==> config.mk <==
export PLATFORM = sky130hd
export DESIGN_NAME = logic_pipe_opt
export DESIGN_NICKNAME = d
export VERILOG_FILES = /design/src/rtl/logic_pipe_pkg.sv /design/src/rtl/pipe_reg.sv /design/src/rtl/logic_pipe_opt.sv
export SDC_FILE = /design/constraint.sdc
export NUM_CORES = 1
export LEC_CHECK = 0
export CAP_MARGIN = 20
export CORE_MARGIN = 2
export CORE_UTILIZATION = 50
export DETAILED_ROUTE_END_ITERATION = 6
export GPL_TIMING_DRIVEN = 0
export PLACE_DENSITY = 0.84
export SLEW_MARGIN = 20
export SYNTH_ARGS = -nofsm -noshare
export SYNTH_HDL_FRONTEND = slang
export SYNTH_SLANG_ARGS = --single-unit
==> constraint.sdc <==
create_clock -name clk -period 2.12 [get_ports clk]
set_clock_uncertainty 0.1 [all_clocks]
set_input_delay 0.212 -clock clk [delete_from_list [all_inputs] [get_ports clk]]
set_output_delay 0.212 -clock clk [all_outputs]
set_load 0.01 [all_outputs]
==> src/rtl/logic_pipe_pkg.sv <==
// logic_pipe_pkg: shared mode encodings and default sizes for the logic pipeline
package logic_pipe_pkg;
  localparam logic [1:0] MODE_ANDOR  = 2'b00;
  localparam logic [1:0] MODE_XOR3   = 2'b01;
  localparam logic [1:0] MODE_ANDXOR = 2'b10;
  localparam logic [1:0] MODE_XORIN  = 2'b11;
  localparam int DEF_WIDTH = 8;
  localparam int DEF_CNT_W = 16;
endpackage

==> src/rtl/pipe_reg.sv <==
// pipe_reg: one valid/ready register slice that holds its contents while stalled
module pipe_reg #(
  parameter int DATA_W = 8
) (
  input  logic              clk,
  input  logic              reset,
  input  logic              in_valid,
  output logic              in_ready,
  input  logic [DATA_W-1:0] in_data,
  output logic              out_valid,
  input  logic              out_ready,
  output logic [DATA_W-1:0] out_data
);
  logic              valid_q, valid_d;
  logic [DATA_W-1:0] data_q, data_d;
  assign in_ready  = !valid_q || out_ready;
  assign out_valid = valid_q;
  assign out_data  = data_q;
  // load on advance; data only changes when a new item actually arrives
  always_comb begin
    valid_d = in_ready ? in_valid : valid_q;
    data_d  = in_ready && in_valid ? in_data : data_q;
  end
  // slice register with flush on reset
  always_ff @(posedge clk) begin
    if (reset) begin
      valid_q <= 1'b0;
      data_q  <= '0;
    end else begin
      valid_q <= valid_d;
      data_q  <= data_d;
    end
  end
endmodule

==> src/rtl/logic_pipe_opt.sv <==
// logic_pipe_opt: two-stage valid/ready bitwise function pipeline with XOR signature and result count
module logic_pipe_opt
  import logic_pipe_pkg::*;
#(
  parameter int WIDTH = DEF_WIDTH,
  parameter int CNT_W = DEF_CNT_W
) (
  input  logic             clk,
  input  logic             reset,
  input  logic             in_valid,
  output logic             in_ready,
  input  logic [1:0]       mode,
  input  logic [WIDTH-1:0] a,
  input  logic [WIDTH-1:0] b,
  input  logic [WIDTH-1:0] c,
  input  logic [WIDTH-1:0] d,
  output logic             out_valid,
  input  logic             out_ready,
  output logic [WIDTH-1:0] y,
  input  logic             acc_clr,
  output logic [WIDTH-1:0] acc,
  output logic [CNT_W-1:0] count
);
  localparam int S1W = 4*WIDTH+2;
  logic             s1_valid, s2_ready, xfer;
  logic [S1W-1:0]   s1_in, s1_out;
  logic [1:0]       s1_mode;
  logic [WIDTH-1:0] n1, n2, n3, n4, y_d, acc_q, acc_d;
  logic [CNT_W-1:0] count_q, count_d;
  assign s1_in = {mode, a & b, a ^ b, c, d};
  assign {s1_mode, n1, n2, n3, n4} = s1_out;
  assign xfer  = out_valid && out_ready;
  assign acc   = acc_q;
  assign count = count_q;
  pipe_reg #(.DATA_W(S1W)) u_s1 (
    .clk       (clk),
    .reset     (reset),
    .in_valid  (in_valid),
    .in_ready  (in_ready),
    .in_data   (s1_in),
    .out_valid (s1_valid),
    .out_ready (s2_ready),
    .out_data  (s1_out)
  );
  // stage-2 function select from the registered partials
  always_comb
    y_d = s1_mode == MODE_ANDOR  ? n3 | n1 :
          s1_mode == MODE_XOR3   ? n2 ^ n4 :
          s1_mode == MODE_ANDXOR ? n1 ^ (n3 & n4) : n2 | n3;
  pipe_reg #(.DATA_W(WIDTH)) u_s2 (
    .clk       (clk),
    .reset     (reset),
    .in_valid  (s1_valid),
    .in_ready  (s2_ready),
    .in_data   (y_d),
    .out_valid (out_valid),
    .out_ready (out_ready),
    .out_data  (y)
  );
  // clear first, then fold in a same-cycle delivery; count saturates at all-ones
  always_comb begin
    acc_d   = (acc_clr ? '0 : acc_q) ^ (xfer ? y : '0);
    count_d = xfer && count_q != {CNT_W{1'b1}} ? count_q + 1'b1 : count_q;
  end
  // signature and counter registers
  always_ff @(posedge clk) begin
    if (reset) begin
      acc_q   <= '0;
      count_q <= '0;
    end else begin
      acc_q   <= acc_d;
      count_q <= count_d;
    end
  end
endmodule
### Word-level counts from Yosys, hierarchy flattened

Index checks and enable logic that the tools add are counted.
W data, S select, Z words.

| operators by class | value |
|---|---|
| multiplexer cells | 5 |
| bitwise logic cells | 8 |
| equal/unequal tests | 3 |
| reductions and logical operators | 9 |
| add/sub/neg operators | 1 |

Operators by type and width:

| cell | number |
|---|---|
| $mux W8 | 5 |
| $xor A8 B8 Y8 | 4 |
| $add A16 B1 Y16 const B | 1 |
| $and A8 B8 Y8 | 2 |
| $ne A16 B16 Y1 const B | 1 |
| $or A8 B8 Y8 | 2 |
| $logic_and A1 B1 Y1 | 4 |
| $eq A2 B1 Y1 const B | 1 |
| $eq A2 B2 Y1 const B | 1 |
| $logic_not A1 Y1 | 2 |
| $logic_not A2 Y1 | 1 |
| $logic_or A1 B1 Y1 | 2 |

| storage, ports and cells | value |
|---|---|
| input bits | 39 |
| register bits | 68 |
| logic and storage cells | 32 |
| output and inout bits | 34 |

### Logic depth before layout (Yosys ltp)

| logic depth | value |
|---|---|
| word-level depth | 5 |
| mapped depth | 6 |
| depth with buffers taken out | 5 |

### Modules after synthesis

From an unflattened synthesis, not the netlist that was laid out.

| second synthesis, totals | value |
|---|---|
| cells, all modules | 416 |
| area total of the unflattened synthesis | 3,746.1 µm² |

By module, submodules not included:

| module | area an instance (µm²) | cells each | times used | seq. area each (µm²) |
|---|---|---|---|---|
| pipe_reg at u_s1 | 1,659.1 | 160 | 1 | 700.7 |
| logic_pipe_opt | 1,645.3 | 215 | 1 | 480.5 |
| pipe_reg at u_s2 | 441.7 | 41 | 1 | 180.2 |

### Least setup slack after synthesis

No wires, ideal clock.

| timing path | value |
|---|---|
| path kind | register -> register |
| from | reg count_q[0] (netlist: count[0]) |
| to | reg count_q[0] (netlist: count[0]) |
| setup slack | 269 ps |
| period minus slack after synthesis | 1,851 ps |
| stages on the path, launching flop included | 7 |
| library setup time | 134 ps |
| required time | 1,886 ps |
| buffers on the path | 1 |
| arrival | 1,616 ps |
| cell sequence | dfxtp_1 -> ha_1 -> nand2_1 -> nor4_4 -> buf_6 -> nor4_1 -> or4_1 |

| between the ends | value |
|---|---|
| word-level cells in the longest chain between the ends | 2 |
| elaborated cells on any way between the ends | 3 |
| classes of those cells | 1 x add/sub; 1 x eq/ne; 1 x reduce/logical |

RTL lines:

| what | line | source |
|---|---|---|
| start: declaration | logic_pipe_opt.sv:29 | `logic [CNT_W-1:0] count_q, count_d;` |
| start signal: assignment | logic_pipe_opt.sv:72 | `count_q <= count_d;` |
| parallel branches: the longest is 2 deep, another holds $add A16 B1 Y16 | n/a |  |

Several ways; the timed one is not identified.
A chain may end at the register's enable or synchronous reset.

### Worst setup path in the final report

| timing path | value |
|---|---|
| from | in out_ready |
| to | reg u_s1.data_q[32] (netlist: u_s1.out_data[32]) |

| between the ends | value |
|---|---|
| word-level cells in the longest chain between the ends | 3 |

RTL lines:

| what | line | source |
|---|---|---|
| start: declaration | logic_pipe_opt.sv:18 | `input logic out_ready,` |
| $logic_or A1 B1 Y1 (2 in series) | pipe_reg.sv:16 | `assign in_ready = !valid_q \|\| out_ready;` |
| $logic_and A1 B1 Y1 | pipe_reg.sv:22 | `data_d = in_ready && in_valid ? in_data : data_q;` |
| end signal: assignment | pipe_reg.sv:31 | `data_q <= data_d;` |
| end: declaration | pipe_reg.sv:15 | `logic [DATA_W-1:0] data_q, data_d;` |

Every way passes these cells.

==> out/metrics.cfg <==
[timing]
hold_viol_final=0
finalSetupViolCount=0
tightest_slew_ps=594
post-route-min-period_ps=1960
setup_slack_ps=157
slew_headroom_pct=60.4
post-route-period-util_pct=92.6
max_freq_mhz=510
slew_violations=0

[grt]
grt_pass1_vias=2814
antenna_found_initial=0
grt_max_degree=13
grtUsageTotal_pct=23.6
gr-total-overflow=0
grt_pass1_wl_microns=13300

[logic_synthesis]
ys_seq_elements=68
synth_edf_count=0
yosysSeqAreaShare_pct=42.8
yosysTopAreaCell=dfxtp_1
syn_inst=388
synth_ff_type=dfxtp_1
syn_area_sq_mm=0.00318
syn_area_per_cell_sq_um=8.20
synth_area_leaders=dfxtp_1 (43%), nand2_1 (11%), a21oi_1 (7.9%)
async_flop_share_pct=0
synth_top_area_share_pct=42.8
synth.distinct_cells=48
synth.net_count=436
yosys_warnings=0

[pwr]
cellPowerDensity_mw_per_mm2=726
ir_worst_vdd_mv=0.626
pwr-share-clk_pct=45.3
combPwrFrac_pct=10.3
switchingPower_w=0.000702
power_frac_seq_pct=44.4
leakage_nw=1.57
p_int_w=0.00239
p_sw_share_pct=22.7

[placement]
numPortBuffers=71
preCtsSetupSlack_ps=-168
dp_hpwl_microns=5800
gp_congestion=0.877
placed_cell_area_sq_mm=0.00399

[cts]
cts_buffers=9
cts_buffer_depth=2
tritoncts=yes
cts.sinks=68
clk_pin_slew_ps=70
htreeDepth=3
cts_root_buf=clkbuf_8
clk_latency_ps=340

[route]
drt_iter0_drc=244
vias_per_cell=5.59
num_vias=3084
ant_nets=0
post-route-drc-count=0
wl_per_cell_microns=14.3
drtPass1Iterations=5
wl_microns=7900

[setup_path]
worstPathCellList=clkdlybuf4s50_1 -> nand3b_1 -> and2_1 -> clkbuf_1 -> clkbuf_1 -> nand2_1 -> a21oi_1
crit_top_cell=clkbuf_1
critical_path_required_ps=2290
cp_slowest_stage_delay_ps=590
cp.arrival_ps=2130
crit_path_end_kind=flop
cp_top_family=buffers and inverters
path_buf_inv=3
crit_slowest_cell=clkdlybuf4s50_1
path_class=in2reg
path_max_fanout=10
cp-start-kind=input pin

[hold_path]
hold_path_class=in2reg

[floorplan]
rows=29
dieArea_sq_mm=0.00702
die_h_microns=83.8
dieWidth_microns=83.8
start_util_pct=51.0
io_pins=73
core_region_area_sq_mm=0.00624

[cells_and_area]
nNetsFinal=518
drive_gt1_share_pct=5.47
antennaDiodeCount=0
fillers=510
finalInstanceArea_sq_mm=0.00426
area_growth_pct=34.0

[run]
cap_violations=0

[status]
status=finished, final reports clean

-- final timing paths --
check / start / to / slack, ps / cells after the start
max: out_ready / u_s1.out_data[32]$_SDFFE_PP0P_ / 160 / 7
min: reset / count[8]$_SDFFE_PP0P_ / 250 / 3
max reg2reg: count[1]$_SDFFE_PP0P_ / count[0]$_SDFFE_PP0P_ / 170 / 6
min reg2reg: u_s1.out_data[28]$_SDFFE_PP0P_ / u_s1.out_data[28]$_SDFFE_PP0P_ / 380 / 2
-- state kept, by name, summed over array words and instances, names as in the netlist --
name            count
u_s1.out_data      34
count              16
acc                 8
u_s2.out_data       8
u_s1.out_valid      1
u_s2.out_valid      1
-- routing by layer --
| layer | wire (microns) | up-vias | track usage (%) |
|---|---|---|---|
| met2 | 3760 | 102 | 38.1 |
| met1 | 3540 | 1433 | 30.6 |
| met3 | 481 | 13 | 6.92 |
| met5 | 0 | - | 0 |
| met4 | 120 | 0 | 7.33 |
| li1 | - | 1536 | - |
-- kinds of logic after synthesis --
group	count (synthesis)	share of synthesized area [%]
xor+xnor	19	5.23
fa+ha+maj	9	3.54
simple gates	163	25.0
compound gates	102	20.0
flops	68	42.8
buf+inv	27	3.50
-- power by group through the flow --
stage               Sequential, W  Combinational (W)  Clock [W]
finish                    0.00137           0.000318    0.00140
global route              0.00138           0.000349    0.00148
CTS                       0.00137           0.000317    0.00142
detailed placement        0.00140           0.000313          0
global placement          0.00140           0.000306          0
floorplan                 0.00139           0.000166          0
-- metrics by stage --
stage          power [W]  hold slack, ps  std cells  TNS (ps)  util [%]
2_1_floorplan    0.00156             241        388         0         -
3_3_place_gp     0.00171             363        536     -3560      63.9
3_5_place_dp     0.00171             369        536     -3790      63.9
4_1_cts          0.00311             231        552         0      68.2
5_1_grt          0.00321             253        552     -1.94      68.3
6_report         0.00309             245        552         0      68.3
-- synthesized netlist by cell type (4+ instances only) --
master	number
nand2_1	91
dfxtp_1	68
a21oi_1	50
clkbuf_1	17
nand2b_1	17
xnor2_1	15
nor2_1	14
o21ai_0	14
ha_1	9
nand3_1	7
inv_1	6
or4_1	5
a221oi_1	4
a22o_1	4
nor4_1	4
o22ai_1	4
xor2_1	4
-- placed cells by master (no fill, tap or decap), types with 4 or more instances in the layout --
cell type,synthesis,final
o21ai_0,14,14
clkbuf_8,0,9
nand2b_1,17,17
xor2_1,4,4
nand2_1,91,91
bufinv_16,0,4
a21oi_1,50,50
a22o_1,4,4
xnor2_1,15,15
o22ai_1,4,4
dfxtp_1,68,67
inv_1,6,6
clkdlybuf4s50_1,0,71
ha_1,9,8
clkbuf_1,17,18
nor2_1,14,14
a221oi_1,4,4
or4_1,5,5
nand3_1,7,7
-- area by class of cell --
cell class	count	area (sq um)	share of cell area, %
buffer	21	88.8	2.08
clock buffer	10	128	2.99
clock inverter	6	136	3.20
inverter	6	22.5	0.528
multi-input combinational	293	1720	40.3
sequential	68	1360	32.0
tap	77	96.3	2.26
timing repair buffer	71	711	16.7
-- tightest hold or removal path, delay by kind of cell --
family / cells / cell delay, ps
buffers and inverters: 1 / 220
AOI/OAI and AO/OA: 1 / 50
and+or+nand+nor: 1 / 160
-- repair_timing --
action / in CTS / in global routing
setup endpoints to repair: 0 / 3
hold buffers: 0 / 0
setup buffers: 0 / 0
gates resized for setup: 0 / 3
Power figures use the tool's default switching activity.
